==> src/rtl/fetch_top.sv <==
// fetch_top: etcpu instruction-fetch stage (PC, predecode/prediction, IF/ID pipe register).
// Define ETCPU_BHT_EN to replace static backward-taken branch prediction with a 2-bit BHT.
module fetch_top #(
    parameter logic [31:0] RESET_PC  = 32'h0000_0000,
    parameter int          BHT_DEPTH = 64
) (
    input  logic        clk,
    input  logic        rst_n,
    output logic [31:0] imem_addr,
    input  logic [31:0] imem_rdata,
    input  logic        intrlock_bubble,
    input  logic        ex_branch_flush,
    input  logic [31:0] ex_branch_target,
    input  logic        ex_branch_upd,
    input  logic [31:0] ex_branch_upd_pc,
    input  logic        ex_branch_upd_taken,
    output logic [31:0] if_inst,
    output logic [31:0] if_pc,
    output logic        if_branch_taken,
    output logic [31:0] if_branch_nt_pc
);

    localparam logic [31:0] BUBBLE    = 32'h0000_0013;
    localparam logic [6:0]  OP_JAL    = 7'b1101111;
    localparam logic [6:0]  OP_BRANCH = 7'b1100011;

    function automatic logic [31:0] j_imm_f(input logic [31:0] inst);
        return {{12{inst[31]}}, inst[19:12], inst[20], inst[30:21], 1'b0};
    endfunction

    function automatic logic [31:0] b_imm_f(input logic [31:0] inst);
        return {{20{inst[31]}}, inst[7], inst[30:25], inst[11:8], 1'b0};
    endfunction

    logic [31:0] pc_r;
    logic [31:0] pc_plus4_s;
    logic [31:0] pc_next_s;
    logic [6:0]  opcode_s;
    logic [31:0] j_imm_s;
    logic [31:0] b_imm_s;
    logic        branch_pred_s;
    logic        pred_taken_s;
    logic [31:0] pred_target_s;

    logic [31:0] if_inst_r;
    logic [31:0] if_pc_r;
    logic        if_branch_taken_r;
    logic [31:0] if_branch_nt_pc_r;
    logic [31:0] if_inst_next_s;
    logic [31:0] if_pc_next_s;
    logic        if_branch_taken_next_s;
    logic [31:0] if_branch_nt_pc_next_s;

    assign pc_plus4_s = pc_r + 32'd4;
    assign opcode_s   = imem_rdata[6:0];
    assign j_imm_s    = j_imm_f(imem_rdata);
    assign b_imm_s    = b_imm_f(imem_rdata);

`ifdef ETCPU_BHT_EN
    localparam int IDX_W = $clog2(BHT_DEPTH);

    function automatic logic [1:0] sat_update_f(input logic [1:0] ctr, input logic taken);
        logic [1:0] res;
        if (taken) begin
            res = (ctr == 2'b11) ? 2'b11 : ctr + 2'b01;
        end else begin
            res = (ctr == 2'b00) ? 2'b00 : ctr - 2'b01;
        end
        return res;
    endfunction

    logic [1:0]       bht_r [BHT_DEPTH];
    logic [IDX_W-1:0] rd_idx_s;
    logic [IDX_W-1:0] wr_idx_s;
    logic             unused_bht_s;

    assign rd_idx_s      = pc_r[IDX_W+1:2];
    assign wr_idx_s      = ex_branch_upd_pc[IDX_W+1:2];
    // Counter >= 2'b10 is exactly its MSB; the lookup reads pre-update state.
    assign branch_pred_s = bht_r[rd_idx_s][1];
    assign unused_bht_s  = ^{ex_branch_upd_pc[31:IDX_W+2], ex_branch_upd_pc[1:0]};

    // BHT counters: weakly not-taken after reset, saturating update from execute
    always_ff @(posedge clk) begin
        if (!rst_n) begin
            bht_r <= '{default: 2'b01};
        end else if (ex_branch_upd) begin
            bht_r[wr_idx_s] <= sat_update_f(bht_r[wr_idx_s], ex_branch_upd_taken);
        end
    end
`else
    logic unused_bht_s;

    // Static BTFN: a negative branch offset means a loop back-edge.
    assign branch_pred_s = b_imm_s[31];
    assign unused_bht_s  = ^{ex_branch_upd, ex_branch_upd_pc, ex_branch_upd_taken};
`endif

    logic unused_low_s;
    assign unused_low_s = ^{ex_branch_target[1:0], pred_target_s[1:0]};

    // Predecode the fetched word into a taken prediction and its target
    always_comb begin
        pred_taken_s  = 1'b0;
        pred_target_s = pc_plus4_s;
        case (opcode_s)
            OP_JAL: begin
                pred_taken_s  = 1'b1;
                pred_target_s = pc_r + j_imm_s;
            end
            OP_BRANCH: begin
                pred_taken_s  = branch_pred_s;
                pred_target_s = pc_r + b_imm_s;
            end
            default: begin
                pred_taken_s  = 1'b0;
                pred_target_s = pc_plus4_s;
            end
        endcase
    end

    // Next-PC selection: redirect, then stall, then prediction, then sequential
    always_comb begin
        pc_next_s = pc_plus4_s;
        if (ex_branch_flush) begin
            pc_next_s = {ex_branch_target[31:2], 2'b00};
        end else if (intrlock_bubble) begin
            pc_next_s = pc_r;
        end else if (pred_taken_s) begin
            pc_next_s = {pred_target_s[31:2], 2'b00};
        end else begin
            pc_next_s = pc_plus4_s;
        end
    end

    // Program counter register
    always_ff @(posedge clk) begin
        if (!rst_n) begin
            pc_r <= {RESET_PC[31:2], 2'b00};
        end else begin
            pc_r <= pc_next_s;
        end
    end

    // IF/ID next state: flush inserts a bubble, stall holds, otherwise capture fetch
    always_comb begin
        if_inst_next_s         = if_inst_r;
        if_pc_next_s           = if_pc_r;
        if_branch_taken_next_s = if_branch_taken_r;
        if_branch_nt_pc_next_s = if_branch_nt_pc_r;
        if (ex_branch_flush) begin
            if_inst_next_s         = BUBBLE;
            if_pc_next_s           = 32'd0;
            if_branch_taken_next_s = 1'b0;
            if_branch_nt_pc_next_s = 32'd0;
        end else if (intrlock_bubble) begin
            if_inst_next_s         = if_inst_r;
            if_pc_next_s           = if_pc_r;
            if_branch_taken_next_s = if_branch_taken_r;
            if_branch_nt_pc_next_s = if_branch_nt_pc_r;
        end else begin
            if_inst_next_s         = imem_rdata;
            if_pc_next_s           = pc_r;
            if_branch_taken_next_s = pred_taken_s;
            if_branch_nt_pc_next_s = pc_plus4_s;
        end
    end

    // IF/ID pipe register
    always_ff @(posedge clk) begin
        if (!rst_n) begin
            if_inst_r         <= BUBBLE;
            if_pc_r           <= 32'd0;
            if_branch_taken_r <= 1'b0;
            if_branch_nt_pc_r <= 32'd0;
        end else begin
            if_inst_r         <= if_inst_next_s;
            if_pc_r           <= if_pc_next_s;
            if_branch_taken_r <= if_branch_taken_next_s;
            if_branch_nt_pc_r <= if_branch_nt_pc_next_s;
        end
    end

    assign imem_addr       = pc_r;
    assign if_inst         = if_inst_r;
    assign if_pc           = if_pc_r;
    assign if_branch_taken = if_branch_taken_r;
    assign if_branch_nt_pc = if_branch_nt_pc_r;

endmodule

==> config.mk <==
export PLATFORM = sky130hd
export DESIGN_NAME = fetch_top
export DESIGN_NICKNAME = d
export VERILOG_FILES = /design/src/rtl/fetch_top.sv
export SDC_FILE = /design/constraint.sdc
export NUM_CORES = 1
export LEC_CHECK = 0
export CORE_MARGIN = 2
export CORE_UTILIZATION = 35
export DETAILED_ROUTE_END_ITERATION = 12
export PLACE_DENSITY = 0.6
export SLEW_MARGIN = 20
export SYNTH_ARGS = -nofsm -noshare
export SYNTH_HDL_FRONTEND = slang
export SYNTH_SLANG_ARGS = --single-unit
==> constraint.sdc <==
create_clock -name clk -period 5.36 [get_ports clk]
set_clock_uncertainty 0.2 [all_clocks]
set_input_delay 1.072 -clock clk [delete_from_list [all_inputs] [get_ports clk]]
set_output_delay 1.072 -clock clk [all_outputs]
set_load 0.03 [all_outputs]
==> metrics.cfg, run 1 <==
[timing]
rsz0062_at_grt=false
clock.fmax_ghz=0.215
setup_viol=0
finalCritPeriodShare_pct=86.6
drv_slew=0
finalHoldViolations=0
relSlewSlack_pct=29.8
tightest_slew_ps=1050
setup_tns_ps=0
layout_min_cycle_time_ps=4640

[route]
postRouteAntennaNets=0
drt_iter0_markers=375
via_count=7368
dr.pass1.iters=5
avgViaCountPerCell=5.26
drt-wirelength-per-cell_um=17.9
routed_wl_mm=25.1
remaining_drc_errors=0

[synthesis]
synth_edf_count=0
ys_warn_count=0
synth_area_um2=7740
synthXorXnorAreaFrac_pct=5.54
synth_cells=946
synth.area.mux_share_pct=10.2
synth-seq-area-share_pct=32.8
synth_top_family_by_area=simple AND/OR/NAND/NOR gates
synthSimpleGateAreaFrac_pct=21.6
synth_fa_ha_area_share_pct=5.59
ys_seq_elements=127
ys_async_sr_fraction_pct=0
ys.flop_type=dfxtp_1
synth_compound_area_share_pct=19.5
synth.avg_cell_area_um2=8.18
synth_nets=1082
synth_cell_types=82

[finish]
drive_gt1_share_pct=6.52
syn_to_final_growth_pct=34.9
nNetsFinal=1242

[cts]
cts_max_level=4
cts_setup_buffers=0
clockBufferDepth=2
clk_pin_slew_ps=60
hold_buffers=0
cts_sinks=127
cts_root_buf=clkbuf_16
insertion_delay_ps=430
ctsResizeCount=0
cts_tree=built
cts_buffers=17

[worst_setup_path]
critPathTopFamily=simple AND/OR/NAND/NOR gates
slowest_delay_ps=520
slowest_stage=clkdlybuf4s50_1
crit_path_cell_trace=clkdlybuf4s50_1 -> and4bb_4 -> nand2_1 -> mux2_2 -> ha_1 -> and4_1 -> and3_4 -> nor3b_2 -> o31ai_2 -> a211o_2 -> a311oi_2 -> xor2_1 -> o22ai_1
cp-end-kind=flop
path_max_fanout=13
crit_path_start_kind=primary input
critPathBufInv=1
r2r_slack_ps=1930
worstSetupPathType=primary input to flop
crit_required_ps=5450
arrival_ps=4730

[placement]
routabilityCongestion=0.903
hpwl_mm=18.0
io_buffers=194

[status]
run_status=finished, final reports clean

[power]
leakagePower_nw=4.23
power.density_nw_per_um2=272
peakVddDrop_mv=0.193
finalPower_w=0.00284

[floorplan]
core_area_um2=21800
rows=54
dieArea_um2=23300
die_y_um=153
die_w_um=153
start_util_pct=35.6
pin_count=231

[job]
max-cap-violations=0

[grt]
grt_pass1_vias=7028
grt_max_degree=92
track_usage_pct=21.0
grt_overflow=0
antenna_found_initial=1
grt_pass1_wl_mm=39.4

[worst_hold_path]
worstHoldPathType=flop to flop

-- kinds of logic (layout without fill, tap and decap cells) --
family | after synthesis | in the layout
fa+ha+maj | 34 | 34
compound gates | 228 | 228
flops | 127 | 127
mux | 78 | 78
other cells | 0 | 1
simple gates | 354 | 354
xor+xnor | 49 | 49
buf+inv | 76 | 249
-- state kept, by name, indices dropped and copies added (netlist names) --
| name | flops |
|---|---|
| imem_addr | 32 |
| if_branch_nt_pc | 30 |
| if_pc | 32 |
| if_inst | 32 |
| if_branch_taken | 1 |
-- metal layers --
metal | track usage (%) | vias up | wire length (um)
li1 | - | 3710 | -
met4 | 6.48 | 0 | 405
met3 | 3.56 | 24 | 1010
met2 | 34.0 | 182 | 11700
met1 | 28.5 | 3452 | 12000
met5 | 0 | - | 0
-- placed cells by master (no fill, tap or decap), drive strengths merged, types with 6 or more instances in the layout --
master,count
nor2b,10
a21oi,69
xnor2,19
clkbuf,17
o21bai,8
nor3,16
a21o,30
a221oi,9
nand4,15
o21ai,41
buf,13
a31oi,10
a211oi,9
and4,6
nor2,153
and3,19
mux2i,73
ha,33
nand3,26
inv,17
dfxtp,127
o21a,8
o22ai,9
nand2,75
xor2,30
clkdlybuf4s50,193
-- cell type report --
type	instances	area, um2
diodes	1	2.50
fillers	2165	11300
clock inverters	15	199
flip-flops and latches	127	2540
inverters	11	41.3
multi-input cells	743	4850
well taps	280	350
clock buffers	17	425
repair buffers	206	2030
-- power by group --
| part | switching [W] | total, W | internal [W] |
|---|---|---|---|
| Combinational | 0.000321 | 0.000565 | 0.000244 |
| Sequential | 0.0000486 | 0.00103 | 0.000977 |
| Clock | 0.000500 | 0.00125 | 0.000748 |
| Total | 0.000869 | 0.00284 | 0.00197 |
-- final timing paths --
path	from	end	cells past startpoint
worst max-delay path	imem_rdata[3]	imem_addr[28]$_SDFFE_PN0P_	13
worst min-delay path	if_branch_nt_pc[19]$_SDFFE_PP0N_	if_branch_nt_pc[19]$_SDFFE_PP0N_	2
worst max register to register	imem_addr[2]$_SDFFE_PN0P_	imem_addr[30]$_SDFFE_PN0P_	9
worst min register to register	if_branch_nt_pc[19]$_SDFFE_PP0N_	if_branch_nt_pc[19]$_SDFFE_PP0N_	2
-- through the flow --
step	area [um2]	hold slack, ps	setup WS (ps)	cells	utilization [%]
3_3_place_gp	9810	252	284	1367	45.1
3_5_place_dp	9810	256	281	1367	45.1
6_report	10400	260	719	1400	48.0
5_1_grt	10400	293	489	1400	48.0
2_1_floorplan	7740	274	1130	946	-
4_1_cts	10400	263	712	1399	48.0
-- cells in the mapped netlist (all sizes together), types with 6 or more instances --
master / n / area [um2]
a211oi: 9 / 72.6
a21o: 30 / 228
a21oi: 69 / 349
a221oi: 9 / 78.8
a31oi: 10 / 77.6
and3: 19 / 125
and4: 6 / 52.6
buf: 32 / 203
clkbuf: 33 / 124
dfxtp: 127 / 2540
ha: 33 / 413
inv: 10 / 37.5
mux2i: 73 / 731
nand2: 75 / 282
nand3: 26 / 130
nand4: 15 / 109
nor2: 153 / 574
nor2b: 10 / 62.6
nor3: 16 / 85.1
o21a: 8 / 60.1
o21ai: 41 / 209
o21bai: 8 / 60.1
o22ai: 9 / 56.3
xnor2: 19 / 166
xor2: 30 / 263
-- worst min-delay path, stage by stage (launching register included) --
cell and delay [ps]:
dfxtp_1 310, nand2_1 60, a21oi_1 50
Note: power is estimated with default switching activity, not from simulation.
==> run 2, diff against run 1 <==
- CELL_PAD_IN_SITES_DETAIL_PLACEMENT: default -> 0
- CELL_PAD_IN_SITES_GLOBAL_PLACEMENT: default -> 1
- PLACE_DENSITY: 0.6 -> 0.8
==> run 2 against run 1 <==
Compared with the run above: global-route usage increased by 0.17 points; non-clock buffer count increased by 3; routed wire length is essentially flat; cell count up 0.21%; cell area fell by 0.41%; count of clock-buffer cells in the layout is 3 higher; total power shrank 4.5%.
==> metrics.cfg, run 2 (synthesized netlist as in run 1, its figures left out) <==
[status]
run_status=finished, final reports clean  ; unchanged

[route]
postRouteAntennaNets=0  ; unchanged
drt-wirelength-per-cell_um=17.9  ; about the same
remaining_drc_errors=0  ; unchanged
routed_wl_mm=25.1  ; about the same
drt_iter0_markers=603  ; was 375
dr.pass1.iters=5  ; unchanged
via_count=7460  ; was 7,368
avgViaCountPerCell=5.32  ; was 5.26

[cts]
cts_root_buf=clkbuf_16  ; unchanged
hold_buffers=0  ; unchanged
cts_max_level=4  ; unchanged
cts_tree=built  ; unchanged
insertion_delay_ps=420  ; was 430 ps
ctsResizeCount=0  ; unchanged
cts_buffers=17  ; unchanged
cts_sinks=127  ; unchanged
clockBufferDepth=2  ; unchanged
cts_setup_buffers=0  ; unchanged
clk_pin_slew_ps=60  ; about the same

[worst_hold_path]
hold_end=if_branch_nt_pc[23]$_SDFFE_PP0N_  ; was if_branch_nt_pc[19]$_SDFFE_PP0N_
worstHoldPathType=flop to flop  ; unchanged
hold-path-cell-count=2  ; unchanged
min-delay-start=if_branch_nt_pc[23]$_SDFFE_PP0N_  ; was if_branch_nt_pc[19]$_SDFFE_PP0N_

[timing]
setup_viol=0  ; unchanged
setup_tns_ps=0  ; unchanged
layout_min_cycle_time_ps=4460  ; was 4640 ps
rsz0062_at_grt=false  ; unchanged
finalCritPeriodShare_pct=83.2  ; was 86.6%
relSlewSlack_pct=36.4  ; was 29.8%
finalHoldViolations=0  ; unchanged
drv_slew=0  ; unchanged
tightest_slew_ps=953  ; was 1050 ps
clock.fmax_ghz=0.224  ; was 0.215 GHz

[placement]
dpl_cell_area_um2=9840  ; was 9810 um2
routabilityCongestion=0.884  ; was 0.903
io_buffers=194  ; unchanged
dp_cells=1370  ; was 1,367
hpwl_mm=18.9  ; was 18.0 mm

[grt]
grt_pass1_wl_mm=39.2  ; was 39.4 mm
track_usage_pct=21.2  ; was 21.0%
grt_overflow=0  ; unchanged
grt_pass1_vias=6852  ; was 7,028
grt_max_degree=97  ; was 92
antenna_found_initial=1  ; unchanged

[worst_setup_path]
cp-end-kind=flop  ; unchanged
r2r_slack_ps=2220  ; was 1930 ps
r2r_start=imem_addr[21]$_SDFFE_PN0P_  ; was imem_addr[2]$_SDFFE_PN0P_
arrival_ps=4540  ; was 4730 ps
worstSetupPathType=primary input to flop  ; unchanged
crit_required_ps=5440  ; was 5450 ps
r2r-end=imem_addr[28]$_SDFFE_PN0P_  ; was imem_addr[30]$_SDFFE_PN0P_
path_max_fanout=9  ; was 13
reg2reg_depth=9  ; unchanged
critPathLaunch=imem_rdata[3]  ; unchanged
crit_path_start_kind=primary input  ; unchanged

[finish]
final_common_cell=clkdlybuf4s50_1  ; unchanged
final_cells=1403  ; was 1,400
final_cell_area_um2=10400  ; about the same
syn_to_final_growth_pct=34.3  ; was 34.9%
n_fill_cell=2153  ; was 2,165
finalCoreUtilization_pct=47.8  ; was 48.0%
most-common-layout-cells=clkdlybuf4s50_1 (193), nor2_1 (153), dfxtp_1 (127), nand2_1 (74), mux2i_1 (73)  ; unchanged
drive_gt1_share_pct=6.60  ; was 6.52%
nNetsFinal=1245  ; was 1,242

[floorplan]
die_y_um=153  ; unchanged
pin_count=231  ; unchanged
start_util_pct=35.6  ; unchanged
dieArea_um2=23300  ; unchanged
core_area_um2=21800  ; unchanged
die_w_um=153  ; unchanged
rows=54  ; unchanged

[power]
power.density_nw_per_um2=261  ; was 272 nW/um2
peakVddDrop_mv=0.206  ; was 0.193 mV
finalPower_w=0.00271  ; was 0.00284 W
leakagePower_nw=4.22  ; was 4.23 nW

[job]
max-cap-violations=0  ; unchanged

==> run 2: cell count changes in the layout (fill, tap and decap cells not counted) <==
cell | previous run | this run
clkbuf_1 | 0 | 2
inv_6 | 4 | 2
clkinv_4 | 2 | 4
bufinv_16 | 3 | 1
clkinvlp_4 | 3 | 2
buf_4 | 12 | 15
clkbuf_8 | 0 | 1
clkinv_2 | 0 | 3
inv_8 | 3 | 0
==> run 2: routing by layer <==
| layer | GRT usage, % | share of wire (%) | vias up | wire, um |
|---|---|---|---|---|
| met5 | 0 | 0 | - | 0 |
| met4 | 7.36 | 1.9 | 0 | 479 |
| met3 | 3.36 | 4.8 | 27 | 1200 |
| met2 | 31.3 | 44 | 222 | 11000 |
| met1 | 31.1 | 49 | 3502 | 12400 |
| li1 | - | - | 3709 | - |
==> run 2: metrics by stage <==
stage / hold slack (ps) / setup slack (ps)
floorplan: 274 / 1130
global placement: 250 / 510
detailed placement: 262 / 500
CTS: 271 / 938
global route: 305 / 672
finish: 267 / 898
==> run 2: how the worst max path moves through the flow <==
stage                                      end  cells past startpoint
finish              imem_addr[28]$_SDFFE_PN0P_                     14
global route        imem_addr[21]$_SDFFE_PN0P_                     14
CTS                 imem_addr[25]$_SDFFE_PN0P_                     14
detailed placement  imem_addr[25]$_SDFFE_PN0P_                     14
global placement    imem_addr[28]$_SDFFE_PN0P_                     14
floorplan           imem_addr[30]$_SDFFE_PN0P_                     13
==> run 2: cell type report <==
| type | instances | area [um2] | area share (%) |
|---|---|---|---|
| Antenna cell | 1 | 2.50 | 0.0241 |
| Clock buffer | 20 | 447 | 4.30 |
| Clock inverter | 12 | 113 | 1.08 |
| Inverter | 11 | 41.3 | 0.397 |
| Multi-Input combinational cell | 743 | 4850 | 46.6 |
| Sequential cell | 127 | 2540 | 24.4 |
| Tap cell | 280 | 350 | 3.37 |
| Timing Repair Buffer | 209 | 2060 | 19.8 |
==> run 2: worst max-delay path: stages <==
cell and delay, ps:
clkdlybuf4s50_1 510, and4bb_4 260, nand2_1 80, buf_4 170, mux2_2 390, ha_1 200
a21oi_1 280, nor3b_1 210, nor3b_2 300, o31ai_2 140, a211o_2 380, a311oi_2 220
xor2_1 230, o22ai_1 90
==> run 2: report_power, final <==
group / leakage [nW] / switching, W / total, W / internal, W
Combinational: 2.91 / 0.000322 / 0.000567 / 0.000246
Sequential: 1.04 / 0.0000562 / 0.00103 / 0.000977
Clock: 0.271 / 0.000458 / 0.00111 / 0.000653
==> patch 1 (settings of run 2) <==
Add a define of `ETCPU_BHT_EN`.
--- a/src/rtl/fetch_top.sv
+++ b/src/rtl/fetch_top.sv
@@ -1,5 +1,7 @@
 // fetch_top: etcpu instruction-fetch stage (PC, predecode/prediction, IF/ID pipe register).
 // Define ETCPU_BHT_EN to replace static backward-taken branch prediction with a 2-bit BHT.
+`define ETCPU_BHT_EN
+
 module fetch_top #(
     parameter logic [31:0] RESET_PC  = 32'h0000_0000,
     parameter int          BHT_DEPTH = 64
Check against the original RTL: not equivalent (a bounded check fails within 4 cycles, from zero or initial values and one cycle with rst_n low).
==> patch 1 against run 2 <==
  * Routed wire length rose by 79%
  * Area after synthesis rose by 76%
  * Sequential cell count rose by 124
  * Maximum frequency fell by 6.7%
  * Total power rose by 77%
  * Register-to-register slack got worse by 0.66 ns
  * Sequential share of layout area rose by 5.0 points
  * Design area rose by 64%
  * Critical path depth did not move
  * Die area rose by 74%
  * Via count rose by 74%
  * Worst setup slack got worse by 0.32 ns
  * Critical endpoint is now imem_addr[29]$_SDFFE_PN0P_
  * Largest cell class unchanged
==> patch 1: results (changes against run 2) <==
Cells and area
  • N_diodes: 0 (-1)
  • Nets: 1927 (+55%)
  • Proportion of layout cells with a drive suffix above 1: 9.01% (+2.4 points)

Power
  • Clk power: 2040 uW (+84%)
  • Leakage: 0.00637 uW (+51%)
  • Maximum vdd drop: 228 uV (+11%)
  • Clock share of power: 42.6% (+1.6 points)
  • Power Sequential: 1970 uW (+91%)
  • Net Sw Power: 1360 uW (+62%)

CTS
  • Bufs on Longest Clock Path: 3 (+1)
  • Clk_lat worst skew: 0.57 ns (+0.15 ns)
  • H-tree levels: 1 (-3)
  • CTS buffer count: 29 (+12)

Placement
  • Gp weighted congestion: 0.908 (+2.8%)
  • # port buffers: 196 (+1.0%)
  • Area after DPL: 16100 um^2 (+64%)
  • Post-placement cell count: 2277 (+66%)

Synthesis
  • Average size of a mapped cell: 8.34 um^2 (+1.9%)
  • Top cells by count, synth: dfxtp_1 (251), nor2_1 (229), nand2_1 (152)
  • Number of distinct library cells after synthesis: 80 (-2.4%)
  • Register area share after synthesis: 36.9% (+4.0 points)
  • Post-synth top area share: 36.9% (+4.0 points)

Global routing
  • Gr usage total: 21.3% (+0.10 points)
  • GR Util met1: 28.3% (-2.8 points)
  • Largest net degree at the start of global routing: 90 (-7.2%)
  • Grt met3 use: 3.29% (-0.068 points)
  • GR Util met2: 35.8% (+4.5 points)
  • Number of global-route vias before repair: 12200 (+78%)
  • First-pass GRT wire length: 69.7 mm (+78%)

Detailed routing
  • Final wirelength: 44.9 mm (+79%)
  • DR iter-0 viols: 1148 (+90%)
  • Vias/cell: 5.59 (+5.1%)
  • Metal-1 WL: 19.8 mm (+60%)
  • Met3 WL post-DR: 2.78 mm (+130%)

Worst setup path
  • Reg-to-reg startpoint: imem_addr[2]$_SDFFE_PN0P_
  • Critical path fanouts, max: 11 (+2)
  • Critical Path End: imem_addr[29]$_SDFFE_PN0P_
  • Critical path arrival: 5.04 ns (+0.50 ns)
  • Reg2reg end: imem_addr[30]$_SDFFE_PN0P_
  • Flop-to-flop setup slack: 1.56 ns (-0.66 ns)
  • R2R depth: 10 (+1)

Timing
  • Setup WS post-layout: 0.579 ns (-0.319 ns)
  • Rel. slew slack: 36.9% (+0.41 points)

Status
  • Status: finished clean
patch 1: how the worst min path moves through the flow:
stage,startpoint,endpoint,slack [ns],cells after the start
floorplan,bht_r[50]$_SDFFE_PN1P_,bht_r[50]$_SDFFE_PN1P_,0.23,2
global placement,bht_r[22]$_SDFFE_PN1P_,bht_r[22]$_SDFFE_PN1P_,0.24,2
detailed placement,if_branch_nt_pc[20]$_SDFFE_PP0N_,if_branch_nt_pc[20]$_SDFFE_PP0N_,0.25,2
CTS,if_branch_nt_pc[20]$_SDFFE_PP0N_,if_branch_nt_pc[20]$_SDFFE_PP0N_,0.26,2
global route,if_branch_nt_pc[17]$_SDFFE_PP0N_,if_branch_nt_pc[17]$_SDFFE_PP0N_,0.28,2
finish,if_branch_nt_pc[20]$_SDFFE_PP0N_,if_branch_nt_pc[20]$_SDFFE_PP0N_,0.26,2
patch 1: final cells by class:
cell class,count,area [um^2]
sequential,251,5020
clock inverter,11,140
timing repair buffer,243,2340
clock buffer,39,833
fill,3812,21500
multi-input combinational,1247,8030
inverter,18,67.6
tap,518,648
patch 1: cells by family after synthesis:
kind of cell | Yosys count | share of synthesized area (%)
other | 1 | 0.0275
AND/OR/NAND/NOR | 515 | 16.9
flip-flops | 251 | 36.9
multiplexers | 133 | 11.8
AO/OA/AOI/OAI | 517 | 24.0
buffers and inverters | 142 | 4.55
XOR/XNOR | 40 | 2.57
adder cells (fa/ha/maj) | 36 | 3.35
patch 1: critical path: stages:
cell	delay [ns]
clkdlybuf4s50_1	0.49
and4b_1	0.21
nand3_1	0.23
buf_4	0.24
mux2_2	0.37
ha_1	0.31
nand3_1	0.10
a21oi_1	0.23
a211oi_1	0.16
o31ai_1	0.71
a31oi_1	0.35
o21ai_0	0.28
mux2i_1	0.22
nand2_1	0.06
==> patch 2 (settings of run 2) <==
Without the edit above. Add an input register stage for `imem_rdata`, `intrlock_bubble`, `ex_branch_flush` and `ex_branch_target`, without a reset; this delays them by one clock. The other inputs are not delayed to match.
--- a/src/rtl/fetch_top.sv
+++ b/src/rtl/fetch_top.sv
@@ -24,6 +24,18 @@
     localparam logic [6:0]  OP_JAL    = 7'b1101111;
     localparam logic [6:0]  OP_BRANCH = 7'b1100011;
 
+    logic [31:0] imem_rdata_q;
+    logic intrlock_bubble_q;
+    logic ex_branch_flush_q;
+    logic [31:0] ex_branch_target_q;
+
+    always_ff @(posedge clk) begin
+        imem_rdata_q       <= imem_rdata;
+        intrlock_bubble_q  <= intrlock_bubble;
+        ex_branch_flush_q  <= ex_branch_flush;
+        ex_branch_target_q <= ex_branch_target;
+    end
+
     function automatic logic [31:0] j_imm_f(input logic [31:0] inst);
         return {{12{inst[31]}}, inst[19:12], inst[20], inst[30:21], 1'b0};
     endfunction
@@ -52,9 +64,9 @@
     logic [31:0] if_branch_nt_pc_next_s;
 
     assign pc_plus4_s = pc_r + 32'd4;
-    assign opcode_s   = imem_rdata[6:0];
-    assign j_imm_s    = j_imm_f(imem_rdata);
-    assign b_imm_s    = b_imm_f(imem_rdata);
+    assign opcode_s   = imem_rdata_q[6:0];
+    assign j_imm_s    = j_imm_f(imem_rdata_q);
+    assign b_imm_s    = b_imm_f(imem_rdata_q);
 
 `ifdef ETCPU_BHT_EN
     localparam int IDX_W = $clog2(BHT_DEPTH);
@@ -97,7 +109,7 @@
 `endif
 
     logic unused_low_s;
-    assign unused_low_s = ^{ex_branch_target[1:0], pred_target_s[1:0]};
+    assign unused_low_s = ^{ex_branch_target_q[1:0], pred_target_s[1:0]};
 
     // Predecode the fetched word into a taken prediction and its target
     always_comb begin
@@ -122,9 +134,9 @@
     // Next-PC selection: redirect, then stall, then prediction, then sequential
     always_comb begin
         pc_next_s = pc_plus4_s;
-        if (ex_branch_flush) begin
-            pc_next_s = {ex_branch_target[31:2], 2'b00};
-        end else if (intrlock_bubble) begin
+        if (ex_branch_flush_q) begin
+            pc_next_s = {ex_branch_target_q[31:2], 2'b00};
+        end else if (intrlock_bubble_q) begin
             pc_next_s = pc_r;
         end else if (pred_taken_s) begin
             pc_next_s = {pred_target_s[31:2], 2'b00};
@@ -148,18 +160,18 @@
         if_pc_next_s           = if_pc_r;
         if_branch_taken_next_s = if_branch_taken_r;
         if_branch_nt_pc_next_s = if_branch_nt_pc_r;
-        if (ex_branch_flush) begin
+        if (ex_branch_flush_q) begin
             if_inst_next_s         = BUBBLE;
             if_pc_next_s           = 32'd0;
             if_branch_taken_next_s = 1'b0;
             if_branch_nt_pc_next_s = 32'd0;
-        end else if (intrlock_bubble) begin
+        end else if (intrlock_bubble_q) begin
             if_inst_next_s         = if_inst_r;
             if_pc_next_s           = if_pc_r;
             if_branch_taken_next_s = if_branch_taken_r;
             if_branch_nt_pc_next_s = if_branch_nt_pc_r;
         end else begin
-            if_inst_next_s         = imem_rdata;
+            if_inst_next_s         = imem_rdata_q;
             if_pc_next_s           = pc_r;
             if_branch_taken_next_s = pred_taken_s;
             if_branch_nt_pc_next_s = pc_plus4_s;
Behaviour: not the same (Yosys sat finds a counterexample within 4 cycles, from zero or initial values and one cycle with rst_n low).
==> patch 2 against run 2 <==
  * Sequential cell count rose by 64
  * Global-route usage fell by 1.7 points
  * Worst setup slack improved by 0.70 ns
  * Design area rose by 10%
  * Via count rose by 1.1%
  * Routed wire length rose by 2.8%
  * Highest routed layer unchanged
  * Area after synthesis rose by 13%
  * Total power rose by 25%
==> patch 2: results (changes against run 2) <==
Status
  • Status: finished clean

Synthesis
  • Synth Area in Compound Gates: 16.3% (-3.2 points)
  • Number of distinct library cells after synthesis: 68 (-17%)
  • Multiplexer share of the synthesized area: 8.68% (-1.5 points)
  • Register area share after synthesis: 43.8% (+11 points)
  • Top cells by count, synth: dfxtp_1 (191), nor2_1 (167), mux2i_1 (69), nand2_1 (69), a21oi_1 (65)
  • Adder-Cell Fraction of Synth Area: 4.96% (-0.63 points)
  • Cell count after synthesis: 984 (+4.0%)
  • Xor-xnor portion of the synthesized cell area: 4.92% (-0.63 points)
  • Dominant cells by area after synthesis: dfxtp_1 (44%), mux2i_1 (7.9%), nor2_1 (7.2%)

Worst setup path
  • WS Path Type: flop to flop
  • Crit. Startpoint: imem_rdata_q[4]$_DFF_P_
  • R2R depth: 13 (+4)
  • Critical path fanouts, max: 15 (+6)
  • Critical path arrival: 3.86 ns (-0.68 ns)

Placement
  • Post-placement cell count: 1448 (+5.7%)
  • Pre-CTS WS: 1.50 ns (+1.00 ns)
  • Post-DP HPWL: 18.8 mm (-0.86%)
  • Area after DPL: 10900 um^2 (+11%)

Detailed routing
  • DR iter-0 viols: 555 (-8.0%)
  • Final wirelength: 25.8 mm (+2.8%)

Cells and area
  • Nets: 1279 (+2.7%)
  • N_diodes: 0 (-1)
  • Proportion of layout cells with a drive suffix above 1: 5.28% (-1.3 points)
  • Layout Cells excl Fill: 1480 (+5.5%)

Global routing
  • Initial antenna violation count: 0 (-1)
  • First-pass GRT wire length: 39.7 mm (+1.2%)
  • Gr usage total: 19.4% (-1.7 points)
  • Largest net degree at the start of global routing: 65 (-33%)
  • Number of global-route vias before repair: 6961 (+1.6%)

Power
  • Maximum vdd drop: 188 uV (-8.8%)
  • Comb pwr share: 16.1% (-4.8 points)
  • Net Sw Frac: 28.0% (-2.8 points)
  • Reg power frac: 45.9% (+7.8 points)
  • Cell Pwr Density: 295 nW/um^2 (+13%)

Timing
  • Setup WS post-layout: 1.60 ns (+0.705 ns)
## patch 2: worst min-delay path by stage
stage                                        start                         end  slack [ns]  depth (start not counted)
finish               ex_branch_target_q[6]$_DFF_P_   imem_addr[6]$_SDFFE_PN0P_        0.26                          2
global placement    ex_branch_target_q[13]$_DFF_P_  imem_addr[13]$_SDFFE_PN0P_        0.24                          1
detailed placement  ex_branch_target_q[13]$_DFF_P_  imem_addr[13]$_SDFFE_PN0P_        0.25                          1
floorplan            ex_branch_target_q[6]$_DFF_P_   imem_addr[6]$_SDFFE_PN0P_        0.23                          2
global route        ex_branch_target_q[13]$_DFF_P_  imem_addr[13]$_SDFFE_PN0P_        0.28                          1
CTS                  ex_branch_target_q[6]$_DFF_P_   imem_addr[6]$_SDFFE_PN0P_        0.26                          2
## patch 2: metal layers
| metal | wire length, um | GRT usage [%] | vias to the layer above |
|---|---|---|---|
| met5 | 0 | 0 | - |
| met4 | 321 | 4.95 | 0 |
| met1 | 12700 | 28.1 | 3506 |
| met3 | 1590 | 4.21 | 23 |
| met2 | 11200 | 29.2 | 232 |
| li1 | - | - | 3778 |
## patch 2: critical path, stage by stage, from the launching register on
cell and delay [ns]:
dfxtp_1 0.31, and4b_2 0.33, nand3_4 0.20, nor2_1 0.43, a21o_1 0.18, ha_1 0.25, a21o_1 0.18, a211oi_1 0.24
nor2_1 0.07, o41a_1 0.33, nor3_1 0.40, o21ai_0 0.20, xnor2_1 0.21, o32ai_1 0.09
## patch 2: area by class of cell
type | count | area, um^2
Multi-Input combinational cell | 718 | 4600
Clock inverter | 10 | 129
Timing Repair Buffer | 203 | 2010
Clock buffer | 22 | 464
Inverter | 12 | 45.0
Sequential cell | 191 | 3830
Tap cell | 324 | 405
Fill cell | 2355 | 12900
